==> src/rtl/wb_stream_loader_pkg.sv <==
// Shared types for the Wishbone stream loader: FSM states, byte-lane index and bus constants.
package wb_loader_pkg;

  typedef enum logic [1:0] {
    ST_IDLE,
    ST_COLLECT,
    ST_WRITE,
    ST_FINISH
  } state_e;

  typedef logic [1:0] lane_t;

  localparam logic [3:0] WB_SEL_ALL = 4'hF;
  localparam int         LANES      = 4;

endpackage

==> src/rtl/wb_stream_loader_packer.sv <==
// Packs a byte stream little-endian into 32-bit words; holds the word until taken or cleared.
module stream_byte_packer
  import wb_loader_pkg::*;
(
  input  logic        clk_i,
  input  logic        rst_n_i,
  input  logic        clear_i,
  input  logic        enable_i,
  input  logic [7:0]  byte_i,
  input  logic        byte_valid_i,
  output logic        byte_ready_o,
  output logic [31:0] word_o,
  output logic        word_valid_o,
  input  logic        word_taken_i
);

  lane_t       lane_q, lane_d;
  logic [31:0] data_q, data_d;
  logic        full_q, full_d;
  logic        accept;

  assign byte_ready_o = enable_i & ~full_q;
  assign accept       = byte_valid_i & byte_ready_o;
  // Pulses in the cycle the fourth byte is accepted, so the bus cycle can start right after.
  assign word_valid_o = accept & (lane_q == lane_t'(LANES - 1));
  assign word_o       = data_q;

  always_comb begin
    lane_d = lane_q;
    data_d = data_q;
    full_d = full_q;
    if (clear_i || word_taken_i) begin
      lane_d = '0;
      full_d = 1'b0;
    end else if (accept) begin
      for (int i = 0; i < LANES; i++) begin
        if (lane_q == lane_t'(i)) data_d[8*i +: 8] = byte_i;
      end
      lane_d = lane_t'(lane_q + 2'd1);
      if (word_valid_o) full_d = 1'b1;
    end
  end

  always_ff @(posedge clk_i or negedge rst_n_i) begin
    if (!rst_n_i) begin
      lane_q <= '0;
      data_q <= '0;
      full_q <= 1'b0;
    end else begin
      lane_q <= lane_d;
      data_q <= data_d;
      full_q <= full_d;
    end
  end

endmodule

==> src/rtl/wb_stream_loader.sv <==
// Wishbone classic write master that streams packed bytes into consecutive RAM words.
module wb_stream_loader
  import wb_loader_pkg::*;
#(
  parameter int LEN_W   = 16,
  parameter int TIMEOUT = 255
) (
  input  logic             clk_i,
  input  logic             rst_n_i,
  input  logic             start_i,
  input  logic [31:0]      base_adr_i,
  input  logic [LEN_W-1:0] len_words_i,
  input  logic [7:0]       s_data_i,
  input  logic             s_valid_i,
  output logic             s_ready_o,
  output logic [31:0]      wbm_adr_o,
  output logic [31:0]      wbm_dat_o,
  output logic [3:0]       wbm_sel_o,
  output logic             wbm_we_o,
  output logic             wbm_cyc_o,
  output logic             wbm_stb_o,
  input  logic             wbm_ack_i,
  input  logic             wbm_err_i,
  output logic             busy_o,
  output logic             done_o,
  output logic             err_o,
  output logic [LEN_W-1:0] words_o
);

  localparam int TMO_W = (TIMEOUT > 1) ? $clog2(TIMEOUT + 1) : 1;

  state_e           state_q, state_d;
  logic [31:0]      base_q, base_d;
  logic [LEN_W-1:0] len_q, len_d;
  logic [LEN_W-1:0] words_q, words_d;
  logic             err_q, err_d;
  logic [TMO_W-1:0] tmo_q, tmo_d;

  logic             start_ok, wr_ack, wr_err, tmo_hit, last_word;
  logic             pk_word_valid;
  logic [31:0]      pk_word;

  assign start_ok  = (state_q == ST_IDLE) && start_i;
  // A simultaneous err beats ack; the timeout only fires when the responder stayed silent.
  assign wr_err    = (state_q == ST_WRITE) && wbm_err_i;
  assign wr_ack    = (state_q == ST_WRITE) && wbm_ack_i && !wbm_err_i;
  assign tmo_hit   = (TIMEOUT != 0) && (state_q == ST_WRITE) && !wbm_ack_i && !wbm_err_i &&
                     (tmo_q == TMO_W'(TIMEOUT - 1));
  assign last_word = (words_q + LEN_W'(1)) == len_q;

  stream_byte_packer u_packer (
    .clk_i        (clk_i),
    .rst_n_i      (rst_n_i),
    .clear_i      (start_ok || wr_err || tmo_hit),
    .enable_i     (state_q == ST_COLLECT),
    .byte_i       (s_data_i),
    .byte_valid_i (s_valid_i),
    .byte_ready_o (s_ready_o),
    .word_o       (pk_word),
    .word_valid_o (pk_word_valid),
    .word_taken_i (wr_ack)
  );

  always_ff @(posedge clk_i or negedge rst_n_i) begin
    if (!rst_n_i) state_q <= ST_IDLE;
    else          state_q <= state_d;
  end

  always_comb begin
    state_d = state_q;
    unique case (state_q)
      ST_IDLE:    if (start_i) state_d = (len_words_i == '0) ? ST_FINISH : ST_COLLECT;
      ST_COLLECT: if (pk_word_valid) state_d = ST_WRITE;
      ST_WRITE: begin
        if (wr_err || tmo_hit) state_d = ST_FINISH;
        else if (wr_ack)       state_d = last_word ? ST_FINISH : ST_COLLECT;
      end
      ST_FINISH:  state_d = ST_IDLE;
      default:    state_d = ST_IDLE;
    endcase
  end

  always_comb begin
    busy_o    = (state_q == ST_COLLECT) || (state_q == ST_WRITE);
    done_o    = (state_q == ST_FINISH);
    wbm_cyc_o = 1'b0;
    wbm_stb_o = 1'b0;
    wbm_we_o  = 1'b0;
    wbm_sel_o = '0;
    wbm_adr_o = '0;
    wbm_dat_o = '0;
    if (state_q == ST_WRITE) begin
      wbm_cyc_o = 1'b1;
      wbm_stb_o = 1'b1;
      wbm_we_o  = 1'b1;
      wbm_sel_o = WB_SEL_ALL;
      wbm_adr_o = base_q + (32'(words_q) << 2);
      wbm_dat_o = pk_word;
    end
  end

  always_comb begin
    base_d  = base_q;
    len_d   = len_q;
    words_d = words_q;
    err_d   = err_q;
    tmo_d   = (state_q == ST_WRITE) ? tmo_q + 1'b1 : '0;
    if (start_ok) begin
      base_d  = {base_adr_i[31:2], 2'b00};
      len_d   = len_words_i;
      words_d = '0;
      err_d   = 1'b0;
    end
    if (wr_ack)            words_d = words_q + LEN_W'(1);
    if (wr_err || tmo_hit) err_d   = 1'b1;
  end

  always_ff @(posedge clk_i or negedge rst_n_i) begin
    if (!rst_n_i) begin
      base_q  <= '0;
      len_q   <= '0;
      words_q <= '0;
      err_q   <= 1'b0;
      tmo_q   <= '0;
    end else begin
      base_q  <= base_d;
      len_q   <= len_d;
      words_q <= words_d;
      err_q   <= err_d;
      tmo_q   <= tmo_d;
    end
  end

  assign err_o   = err_q;
  assign words_o = words_q;

endmodule

==> config.mk <==
export PLATFORM = sky130hd
export DESIGN_NAME = wb_stream_loader
export DESIGN_NICKNAME = d
export VERILOG_FILES = /design/src/rtl/wb_stream_loader_pkg.sv /design/src/rtl/wb_stream_loader_packer.sv /design/src/rtl/wb_stream_loader.sv
export SDC_FILE = /design/constraint.sdc
export NUM_CORES = 1
export LEC_CHECK = 0
export ABC_AREA = 1
export CORE_MARGIN = 2
export CORE_UTILIZATION = 57
export CTS_BUF_LIST = sky130_fd_sc_hd__clkbuf_8
export CTS_CLUSTER_SIZE = 28
export DETAILED_ROUTE_END_ITERATION = 10
export HOLD_SLACK_MARGIN = 0.06
export PLACE_DENSITY = 0.95
export SETUP_SLACK_MARGIN = 0.5
export SYNTH_ARGS = -nofsm -noshare
export SYNTH_HDL_FRONTEND = slang
export SYNTH_SLANG_ARGS = --single-unit
==> constraint.sdc <==
create_clock -name clk_i -period 8.6 [get_ports clk_i]
set_clock_uncertainty 0.2 [all_clocks]
set_input_delay 1.72 -clock clk_i [delete_from_list [all_inputs] [get_ports clk_i]]
set_output_delay 1.72 -clock clk_i [all_outputs]
set_load 0.05 [all_outputs]
==> impl_metrics.csv <==
group,metric,value,unit
place,dpl.hpwl,13600,µm
clock_tree,cts_tree,"done",
worst_setup_path,r2r-start,"state_q[0]",
worst_setup_path,crit_arrival,3.82,ns
worst_hold_path,hold_depth,2,
power_and_ir_drop,power_density,305,nW/µm²
yosys,yosysSeqAreaShare,40.4,%
final_layout,antennaDiodeCount,0,
routing,top_layer,"met4",
clock_tree,clk_pin_slew,0.11,ns
timing,min_period,5.74,ns
timing,fin_ws,2.86,ns
place,pre_cts_slack,3.32,ns
die,initial_core_util,58.6,%
timing,hold_viol,0,
worst_setup_path,worstPathMaxFanout,8,
clock_tree,cts_setup_buffers,0,
final_layout,layout_commonest_cell,"nand2_1",
timing,max_freq,174,MHz
routing,dr.pass1.iters,7,
worst_setup_path,end_kind,"primary output",
final_layout,nNetsFinal,1144,
worst_setup_path,crit_chain,"ha_1 > inv_1 > fa_1 > nand3b_1 > nand2_1 > nand3_1 > nand2_1 > a21oi_1 > o21ai_2 > nand4_1 > nand2_1 > nand2_1 > nor2_1 > clkdlybuf4s50_1",
timing,finalSetupTns,0,ns
final_layout,final_cell_mix,"nand2_1 (300), clkdlybuf4s50_1 (147), inv_1 (126)",
routing,ant_nets,0,
clock_tree,clkSinkCount,108,
timing,finalSetupViolations,0,
die,pin_count,153,
routing,drtIter0Drc,546,
worst_hold_path,min-delay-start,"u_packer.word_o[15]",
timing,finalCritPeriodShare,66.8,%
clock_tree,cts_buffers,9,
status,outcome,"finished, final reports clean",
die,die_area,12600,µm²
power_and_ir_drop,power,2.57,mW
yosys,synthDistinctLibCells,41,
worst_hold_path,hp-class,"flop to flop",
clock_tree,hold_buffers,0,
worst_setup_path,cpMaxStageDelayCell,"clkdlybuf4s50_1",
yosys,ys_ff_latch,108,
timing,rsz0062_at_grt,"false",
clock_tree,clock_path_buffers,2,
clock_tree,h-tree-depth,3,
final_layout,fillCellCount,840,
routing,met3_length,1560,µm
final_layout,final_util,73.6,%
die,die_w,112,µm
global_routing,grt_first_pass_wirelength,30200,µm
global_routing,grt_pass1_vias,6399,
timing,hold_ws,0.297,ns
global_routing,antenna_found_initial,0,
routing,via_per_inst,5.45,
power_and_ir_drop,vdd_drop_max,262,µV
yosys,ys.warnings.count,0,
timing,drv_slew,0,
routing,wl_met1,7390,µm
global_routing,overflow,0,
routing,vias,6548,
global_routing,grt_max_degree,77,
clock_tree,cts_resized,0,
worst_setup_path,cp_data_required_time,6.68,ns
timing,tightest_slew,0.990,ns
die,core,11400,µm²
clock_tree,clk-insertion-delay-late,0.40,ns
place,gp_routability_congestion,0.930,
yosys,syn_area_per_cell,7.27,µm²
clock_tree,clockRootBuffer,"clkbuf_8",
worst_setup_path,path_buf_inv,2,
die,rows,39,
place,place.port_buffers,148,
final_layout,drive_above_1_share,4.25,%
worst_setup_path,cp-start-kind,"flop",
worst_setup_path,worst_r2r_endpoint,"u_packer.word_o[30]",
power_and_ir_drop,leakage,4.21,nW
routing,wl_met2,8720,µm
yosys,synth_cells,921,
routing,wl_per_cell,15.1,µm
worst_setup_path,cp_slowest_stage_delay,0.81,ns
worst_hold_path,holdPathEnd,"u_packer.word_o[15]",
worst_setup_path,reg2reg_slack,5.37,ns
worst_setup_path,crit_type,"flop to primary output",
worst_setup_path,cp_top_family,"buffers and inverters",
routing,drc,0,
worst_setup_path,rr_worst_depth,11,
routing,wl,18200,µm
timing,slew_headroom,33.9,%
job,maxCapViolCount,0,
worst_setup_path,cp_common_cell,"nand2_1",
global_routing,grtUsageTotal,29.7,%
die,die_h,112,µm
yosys,syn_area,6700,µm²
final_layout,syn_to_final_growth,25.5,%
==> cell usage after synthesis (all sizes together) <==
cell type,count,share of area (%)
buf,18,1.9
nor4,3,0.28
nor2,63,4.5
o32ai,1,0.13
a21o,1,0.11
xnor3,2,0.67
fa,1,0.30
a41oi,1,0.13
a31oi,5,0.47
xor3,1,0.36
nor3,17,1.3
clkbuf,13,0.73
nor3b,1,0.11
nand3b,2,0.22
and3,2,0.19
dfrtp,108,40
inv,131,7.3
xor2,10,1.3
a21oi,45,3.4
o22ai,6,0.56
nand3,44,3.3
nand4,19,2.7
o31ai,1,0.11
o21ai,93,7.0
ha,28,5.2
conb,1,0.056
nand2,302,17
xnor2,1,0.13
o211ai,1,0.11
==> per-stage QoR <==
stage | instances | area [µm²]
floorplan | 922 | 6700
global placement | 1185 | 8210
detailed placement | 1185 | 8210
CTS | 1201 | 8410
global route | 1201 | 8410
finish | 1201 | 8410
==> layer usage <==
| layer | track usage, % | vias to the layer above |
|---|---|---|
| li1 | - | 3200 |
| met1 | 37.0 | 3030 |
| met2 | 50.0 | 277 |
| met3 | 8.05 | 41 |
| met4 | 10.7 | 0 |
| met5 | 0 | - |
==> worst max-delay path by stage <==
stage                from       endpoint  slack, ns  cells past startpoint
2_1_floorplan  words_o[0]  wbm_adr_o[26]       3.34                     11
4_1_cts        words_o[0]  wbm_adr_o[30]       2.85                     14
3_5_place_dp   words_o[0]  wbm_adr_o[30]       3.32                     14
6_report       words_o[0]  wbm_adr_o[30]       2.86                     14
3_3_place_gp   words_o[0]  wbm_adr_o[30]       3.42                     14
5_1_grt        words_o[0]  wbm_adr_o[30]       2.56                     14
==> state kept, by name (all words and copies together) (netlist names) <==
| name | flops |
|---|---|
| tmo_q | 8 |
| u_packer.lane_q | 2 |
| words_o | 16 |
| state_q | 2 |
| len_q | 16 |
| base_q | 30 |
| err_o | 1 |
| u_packer.word_o | 32 |
| u_packer.full_q | 1 |
==> where the power goes <==
part / internal [mW] / switching (mW)
logic: 0.457 / 0.944
clock network: 0.113 / 0.200
registers: 0.701 / 0.152
==> worst reg2reg max path: stages, from the launching register on <==
cell     delay [ns]
dfrtp_1        0.42
inv_1          0.13
ha_2           0.52
buf_4          0.50
nand2_1        0.17
nor2_4         0.32
nor2_4         0.10
inv_2          0.32
nor2_8         0.12
nand4_4        0.20
nand2_1        0.08
o21ai_1        0.09
==> layout make-up <==
cell class / instances / area, µm² / share of cell area, %
multi-input combinational: 652 / 3330 / 39.6
sequential: 108 / 2700 / 32.2
timing repair buffer: 151 / 1500 / 17.9
inverter: 131 / 492 / 5.85
tap: 143 / 179 / 2.13
clock buffer: 9 / 124 / 1.47
clock inverter: 7 / 75.1 / 0.893
==> logic make-up (layout without fill, tap and decap cells) <==
logic type | Yosys count | after routing | share of synthesized area, %
AND/OR/NAND/NOR | 453 | 453 | 29.6
buffers and inverters | 162 | 298 | 9.96
AO/OA/AOI/OAI | 154 | 154 | 12.1
flip-flops | 108 | 108 | 40.4
adder cells (fa/ha/maj) | 29 | 29 | 5.53
XOR/XNOR | 14 | 14 | 2.47
other | 1 | 2 | 0.0560
Note: power is estimated with default switching activity, not from simulation.
